## src/rtl/mem_pkg.sv

```systemverilog
// Shared definitions for the memory-access stage: funct3 codes, FSM states and
// writeback control bit positions.
package mem_pkg;

  localparam logic [2:0] F3_B  = 3'b000;
  localparam logic [2:0] F3_H  = 3'b001;
  localparam logic [2:0] F3_W  = 3'b010;
  localparam logic [2:0] F3_D  = 3'b011;
  localparam logic [2:0] F3_BU = 3'b100;
  localparam logic [2:0] F3_HU = 3'b101;
  localparam logic [2:0] F3_WU = 3'b110;

  localparam int CTRL_REG_WRITE  = 0;
  localparam int CTRL_MEM_TO_REG = 1;

  typedef enum logic [1:0] {IDLE, ACCESS, DONE} state_e;

endpackage

```

## src/rtl/mem_lane_align.sv

```systemverilog
// Byte-lane steering for a 64-bit data bus: store strobes and data shifts,
// load extraction with sign/zero extension, and natural-alignment check.
module mem_lane_align
  import mem_pkg::*;
#(
  parameter int DATA_LEN = 64,
  parameter int STRB_LEN = DATA_LEN / 8
) (
  input  logic [2:0]          funct3,
  input  logic [2:0]          lane,
  input  logic [DATA_LEN-1:0] wr_data,
  input  logic [DATA_LEN-1:0] rdata,
  output logic [STRB_LEN-1:0] wstrb,
  output logic [DATA_LEN-1:0] wdata,
  output logic [DATA_LEN-1:0] rd_ext,
  output logic                misalign
);

  logic [DATA_LEN-1:0] shifted;
  logic [STRB_LEN-1:0] strb_base;
  logic [5:0]          bit_sh;

  assign bit_sh = {lane, 3'b000};

  always_comb begin
    shifted = rdata >> bit_sh;
    rd_ext  = shifted;
    case (funct3)
      F3_B:  rd_ext = {{(DATA_LEN-8){shifted[7]}},   shifted[7:0]};
      F3_H:  rd_ext = {{(DATA_LEN-16){shifted[15]}}, shifted[15:0]};
      F3_W:  rd_ext = {{(DATA_LEN-32){shifted[31]}}, shifted[31:0]};
      F3_BU: rd_ext = {{(DATA_LEN-8){1'b0}},  shifted[7:0]};
      F3_HU: rd_ext = {{(DATA_LEN-16){1'b0}}, shifted[15:0]};
      F3_WU: rd_ext = {{(DATA_LEN-32){1'b0}}, shifted[31:0]};
      default: rd_ext = shifted;  // LD and the unused 111 code
    endcase
  end

  always_comb begin
    strb_base = '0;
    misalign  = 1'b0;
    case (funct3[1:0])
      2'b00: strb_base = STRB_LEN'(8'h01);
      2'b01: begin strb_base = STRB_LEN'(8'h03); misalign = lane[0];      end
      2'b10: begin strb_base = STRB_LEN'(8'h0F); misalign = |lane[1:0];   end
      default: begin strb_base = STRB_LEN'(8'hFF); misalign = |lane;      end
    endcase
    wstrb = strb_base << lane;
    wdata = wr_data << bit_sh;
  end

endmodule

```

## src/rtl/mem_access_stage.sv

```systemverilog
// MEM stage: req/ack data-memory access with lane alignment, one-cycle out_valid.
// Optional MEM_TIMEOUT_EN adds a 255-cycle ack watchdog and a bus_err output.
module mem_access_stage
  import mem_pkg::*;
#(
  parameter int DATA_LEN         = 64,
  parameter int CONTROL_LINE     = 2,
  parameter int INSTRUCTION_PART = 5,
  parameter int STRB_LEN         = DATA_LEN / 8
) (
  input  logic                        clk,
  input  logic                        rst,
  input  logic                        in_valid,
  output logic                        in_ready,
  input  logic                        mem_read,
  input  logic                        mem_write,
  input  logic [2:0]                  funct3,
  input  logic [DATA_LEN-1:0]         addr,
  input  logic [DATA_LEN-1:0]         wr_data,
  input  logic [CONTROL_LINE-1:0]     control_in,
  input  logic [INSTRUCTION_PART-1:0] instruction_part,
  output logic                        dmem_req,
  output logic                        dmem_we,
  output logic [DATA_LEN-1:0]         dmem_addr,
  output logic [DATA_LEN-1:0]         dmem_wdata,
  output logic [STRB_LEN-1:0]         dmem_wstrb,
  input  logic                        dmem_ack,
  input  logic [DATA_LEN-1:0]         dmem_rdata,
  output logic                        out_valid,
  output logic [DATA_LEN-1:0]         rd_data,
  output logic [DATA_LEN-1:0]         addr_out,
  output logic [CONTROL_LINE-1:0]     control_out,
  output logic [INSTRUCTION_PART-1:0] instruction_part_out,
  output logic                        misalign
`ifdef MEM_TIMEOUT_EN
  ,
  output logic                        bus_err
`endif
);

  state_e state_q, state_d;

  // Latched operation
  logic [DATA_LEN-1:0]         addr_q, wdata_q;
  logic [2:0]                  f3_q;
  logic                        load_q, store_q;
  logic [CONTROL_LINE-1:0]     ctrl_q;
  logic [INSTRUCTION_PART-1:0] rd_q;

  // Registered results
  logic                        out_valid_q;
  logic [DATA_LEN-1:0]         rd_data_q, addr_out_q;
  logic [CONTROL_LINE-1:0]     ctrl_out_q;
  logic [INSTRUCTION_PART-1:0] rd_out_q;
  logic                        misalign_q;

  logic                        fin;
  logic [DATA_LEN-1:0]         res_rd_data, res_addr;
  logic [CONTROL_LINE-1:0]     res_ctrl;
  logic [INSTRUCTION_PART-1:0] res_rd;
  logic                        res_mis, res_err;

  logic [2:0]          al_f3, al_lane;
  logic [STRB_LEN-1:0] al_wstrb;
  logic [DATA_LEN-1:0] al_wdata, al_rd_ext;
  logic                al_mis;
  logic                accept;

  // Alignment is checked on the live inputs in IDLE, then on the latched op.
  assign accept  = (state_q == IDLE) && in_valid;
  assign al_f3   = (state_q == IDLE) ? funct3    : f3_q;
  assign al_lane = (state_q == IDLE) ? addr[2:0] : addr_q[2:0];

  mem_lane_align #(.DATA_LEN(DATA_LEN), .STRB_LEN(STRB_LEN)) u_align (
    .funct3   (al_f3),
    .lane     (al_lane),
    .wr_data  (wdata_q),
    .rdata    (dmem_rdata),
    .wstrb    (al_wstrb),
    .wdata    (al_wdata),
    .rd_ext   (al_rd_ext),
    .misalign (al_mis)
  );

`ifdef MEM_TIMEOUT_EN
  logic [7:0] wd_q;
  logic       bus_err_q;
  logic       timeout;
  assign timeout = (wd_q == 8'hFE);
  assign bus_err = bus_err_q;

  always_ff @(posedge clk or negedge rst) begin
    if (!rst) begin
      wd_q      <= '0;
      bus_err_q <= 1'b0;
    end else begin
      wd_q <= (state_q == ACCESS) ? wd_q + 8'd1 : '0;
      if (fin) bus_err_q <= res_err;
    end
  end
`else
  logic timeout;
  assign timeout = 1'b0;
`endif

  always_comb begin
    state_d     = state_q;
    in_ready    = 1'b0;
    fin         = 1'b0;
    res_rd_data = '0;
    res_addr    = addr_q;
    res_ctrl    = ctrl_q;
    res_rd      = rd_q;
    res_mis     = 1'b0;
    res_err     = 1'b0;
    case (state_q)
      IDLE: begin
        in_ready = 1'b1;
        res_addr = addr;
        res_rd   = instruction_part;
        res_ctrl = control_in;
        if (in_valid) begin
          if ((mem_read || mem_write) && !al_mis) begin
            state_d = ACCESS;
          end else begin
            state_d = DONE;
            fin     = 1'b1;
            if (mem_read || mem_write) begin
              res_ctrl = '0;
              res_mis  = 1'b1;
            end
          end
        end
      end
      ACCESS: begin
        if (dmem_ack) begin
          state_d     = DONE;
          fin         = 1'b1;
          res_rd_data = load_q ? al_rd_ext : '0;
        end else if (timeout) begin
          state_d  = DONE;
          fin      = 1'b1;
          res_ctrl = '0;
          res_err  = 1'b1;
        end
      end
      default: state_d = IDLE;
    endcase
  end

  always_ff @(posedge clk or negedge rst) begin
    if (!rst) begin
      state_q     <= IDLE;
      addr_q      <= '0;
      wdata_q     <= '0;
      f3_q        <= '0;
      load_q      <= 1'b0;
      store_q     <= 1'b0;
      ctrl_q      <= '0;
      rd_q        <= '0;
      out_valid_q <= 1'b0;
      rd_data_q   <= '0;
      addr_out_q  <= '0;
      ctrl_out_q  <= '0;
      rd_out_q    <= '0;
      misalign_q  <= 1'b0;
    end else begin
      state_q     <= state_d;
      out_valid_q <= fin;
      if (accept) begin
        addr_q  <= addr;
        wdata_q <= wr_data;
        f3_q    <= funct3;
        load_q  <= mem_read;
        store_q <= mem_write && !mem_read;
        ctrl_q  <= control_in;
        rd_q    <= instruction_part;
      end
      if (fin) begin
        rd_data_q  <= res_rd_data;
        addr_out_q <= res_addr;
        ctrl_out_q <= res_ctrl;
        rd_out_q   <= res_rd;
        misalign_q <= res_mis;
      end
    end
  end

  assign dmem_req             = (state_q == ACCESS);
  assign dmem_we              = dmem_req && store_q;
  assign dmem_addr            = {addr_q[DATA_LEN-1:3], 3'b000};
  assign dmem_wdata           = dmem_we ? al_wdata : '0;
  assign dmem_wstrb           = dmem_we ? al_wstrb : '0;
  assign out_valid            = out_valid_q;
  assign rd_data              = rd_data_q;
  assign addr_out             = addr_out_q;
  assign control_out          = ctrl_out_q;
  assign instruction_part_out = rd_out_q;
  assign misalign             = misalign_q;

endmodule

```

## config.mk

```make
export PLATFORM = sky130hd
export DESIGN_NAME = mem_access_stage
export DESIGN_NICKNAME = d
export VERILOG_FILES = /design/src/rtl/mem_pkg.sv /design/src/rtl/mem_lane_align.sv /design/src/rtl/mem_access_stage.sv
export SDC_FILE = /design/constraint.sdc
export NUM_CORES = 1
export LEC_CHECK = 0
export BUFFER_PORTS_ARGS = -buffer_cell sky130_fd_sc_hd__buf_2
export CAP_MARGIN = 0
export CELL_PAD_IN_SITES_DETAIL_PLACEMENT = 0
export CELL_PAD_IN_SITES_GLOBAL_PLACEMENT = 2
export CORE_UTILIZATION = 29
export DETAILED_ROUTE_END_ITERATION = 8
export HOLD_SLACK_MARGIN = 0.15
export PLACE_DENSITY_LB_ADDON = 0.1
export SYNTH_ARGS = -nofsm -noshare
export SYNTH_HDL_FRONTEND = slang
export SYNTH_SLANG_ARGS = --single-unit
```

## constraint.sdc

```tcl
create_clock -name clk -period 3.3 [get_ports clk]
set_input_delay 0.66 -clock clk [delete_from_list [all_inputs] [get_ports clk]]
set_output_delay 0.66 -clock clk [all_outputs]
set_load 0.01 [all_outputs]
```

==> impl_results.md <==
* Minimum clock period at 3.45 ns
* Cts bufs inserted at 37
* Final setup margin at -0.146 ns
* Slowest CP cell: mux4_2
* Final Power at between 20 and 25 mW
* Die Wd at about 230 microns
* RSZ-0062 raised after global routing: true
* DIE HEIGHT at 233 microns
* Fmax at just under 0.3 GHz
* Share of layout cells above drive strength 1 at around a third
* Pin count of the biggest net entering global routing at 90
* Antenna-violating nets left at 0
* Synth Area in Compound Gates at between 10% and 20%
* Critical path arrival at 2.79 ns
* PD cells at approximately 1200 mW/mm^2
* Ys Warns at 0
* DRT Pass-1 Iters at 5
* Sw Share at 46.2%
* Setup Skew at about 0.018 ns
* Syn avg cell area at 8.08 sq um
* Core Region at about 0.053 sq mm
* Synth cell types at just over 50
* CTS Sinks at about 280
* Hpwl dp at about 50,000 microns
* Post-synthesis mux area share at around 10%
* Share of power burned in registers at 27.0%
* Overflow after GRT at 0
* Routed WL at approximately 70,000 microns
* CTS max path bufs at 3
* Violated checks: negative setup slack
* Leak pwr at around 11 nW
* Synthesized area at 0.0154 sq mm
* Gate Count Post-Synth at ~1.9k
* Critical Path Start: state_q[0]
* Post-place setup slack at roughly 0.079 ns
* Leading cell type in the layout, fill and taps excluded: nand2_1
* Top_reg_cell synth: dfrtp_1
* Synth Area in Simple Gates at between 20% and 30%
* Routed vias at 15.4k
* H-tree levels at 2
* Post-synthesis adder-cell area fraction at 0%
* Worst Path Buf+Inv at 5
* Seq/Total Area, Yosys at a little under half
* Initial Util at between 20 and 30%
* Worst Hold Class: input pin to async pin
* Post-synthesis register bit count at 279
* Die Area at 0.0542 sq mm
* Max Transition Viols Final at 0
* Clock power frac at between 10% and 20%
* Slew headroom at between 20 and 30%
* Critical Path RT at ~2.6 ns
* Synth async-reset ratio at 100%
* Clk Latency, worst-skew pair at roughly 0.57 ns
* Gr usage total at 24.8%
* Drt via density at between 5 and 6
* CP Capture Type: output port
* CTS tree: done
* Crit-path cells: or2_4 > inv_4 > mux2_4 > buf_8 > buf_16 > buf_12 > mux4_2 > nor2_2 > a211oi_2 > buf_2
* CP max stage delay at ~0.43 ns
* # setup viols final at 39
* VDD IR max at about 480 uV
* Post-Synth XOR/XNOR Area at 0%
* Number of global-route vias before repair at about 15k
* Combinational Power Share at between 50% and 60%
* Antenna violations before repair at 17
* Starting DRT DRC Count at around 1.1k
* Psw at 11.1 mW
* WL/cell at about 23 microns
* Crit-path leading delay family: multiplexers
* Row cnt at 84
* Commonest cells after routing, fill and taps aside: 723 x nand2_1, 472 x buf_2, 279 x dfrtp_1, 138 x o21ai_0, 104 x mux2i_1
* Hold-fix buffers, CTS at 0
* Run status: finished with violations
* Clock Pin Slew Worst Setup and Hold Paths at ~0.06 ns
* Area grow syn2layout at 35.4%
* Max_cap viols at 0
* Pint at 13.0 mW
* Reg2Reg Launch Point: state_q[0]
* PortBufs at 480
* Worst Path Max Fanout at 7
* Routability-driven placement congestion ratio at around 0.86
* Ports at about 480
* Worst hold slack at around 0.097 ns
* Post-route clock period utilization at 104%
* Largest family of logic cells by synthesized area: simple AND/OR/NAND/NOR gates
* Slew at the pin with the worst max-slew slack at around 1.1 ns
* Setup TNS at -2.67 ns
* DRC violations left at 0
* Critical Path Source Type: flip-flop
* Critical path type: flip-flop to output port
* Layout Nets at approximately 2.6k
* Root Buffer: clkbuf_16
* Post-synth EDFFs at 0
* First-pass GRT wire length at ~100,000 microns
* Fin. Hold Viols at 0
## cells by family after synthesis
family                 after synthesis
AND/OR/NAND/NOR                    945
AO/OA/AOI/OAI                      346
flip-flops                         279
buffers and inverters              210
multiplexers                       132
other                                1
## worst paths after layout
check                                          end  slack [ns]  cells after the start
max                                 dmem_wdata[54]       -0.15                     10
min                                    rd_data[61]         0.1                      1
max reg2reg                             rd_data[9]        0.24                     13
min reg2reg                instruction_part_out[0]        0.47                      2
max in group asynchronous              wdata_q[35]        2.39                      2
min in group clk                       wdata_q[34]        0.27                      3
## power by group through the flow
stage	registers, mW	logic (mW)	clock network, mW
4_1_cts	6.46	12.4	4.17
6_report	6.51	13.5	4.05
3_3_place_gp	6.46	11.7	0
3_5_place_dp	6.48	11.8	0
5_1_grt	6.69	14.8	4.31
2_1_floorplan	6.23	7.45	0
## metal layers
layer  part of all wire, %  vias up  track usage, %
met5                  0.16        -               0
met3                   8.1      113            6.72
met1                    44     7499            34.2
met4                   2.6       18            7.01
met2                    45      581            37.8
li1                      -     7224               -
## final cells by class
type	count	area, sq um
flip-flops and latches	279	6980
diodes	2	5.00
inverters	6	25.0
clock inverters	7	91.3
repair buffers	606	4000
multi-input cells	1427	7840
well taps	688	861
fillers	5618	31600
clock buffers	56	1110
## Yosys cell counts (4+ instances only)
cell type | n | area share (%)
o211a_1 | 7 | 0.45
nand3_1 | 71 | 2.3
a32o_1 | 4 | 0.26
a22oi_1 | 6 | 0.29
clkbuf_1 | 92 | 2.2
dfrtp_1 | 279 | 45
o21ai_0 | 139 | 4.5
buf_4 | 67 | 3.3
inv_1 | 5 | 0.12
a211o_1 | 14 | 0.79
buf_1 | 14 | 0.34
nor2_1 | 76 | 1.8
mux2_2 | 8 | 0.58
mux4_2 | 16 | 2.3
a22o_1 | 6 | 0.34
a31oi_1 | 11 | 0.45
or2_2 | 6 | 0.24
o21a_1 | 5 | 0.24
and3_1 | 10 | 0.40
and2_1 | 22 | 0.89
a32oi_1 | 10 | 0.57
mux2i_1 | 107 | 6.9
nor3_1 | 4 | 0.13
a21oi_1 | 109 | 3.5
buf_2 | 29 | 0.94
nand3b_1 | 5 | 0.24
nand2_1 | 739 | 18
a211oi_1 | 21 | 1.0
## per-stage QoR
| step | area (sq um) | utilization (%) | instances |
|---|---|---|---|
| after floorplan | 15500 | - | 1915 |
| after global placement | 18600 | 35.3 | 2961 |
| after detailed placement | 18600 | 35.3 | 2962 |
| after CTS | 20200 | 38.4 | 3042 |
| after global routing | 20900 | 39.8 | 3069 |
| final | 20900 | 39.8 | 3071 |
## registers in the layout, summed over array words and instances, names as in the netlist
signal	cells
addr_out	64
addr_q	64
rd_data	64
wdata_q	64
instruction_part_out	5
rd_q	5
f3_q	3
control_out	2
ctrl_q	2
state_q	2
load_q	1
misalign	1
out_valid	1
store_q	1
## what timing repair did
action	CTS	global route
gates cloned	4	8
hold endpoints to repair	0	0
buffers inserted	13	21
setup endpoints to repair	71	71
gates resized for setup	46	108
pin swaps	8	24
Note: power is estimated with default switching activity, not from simulation.
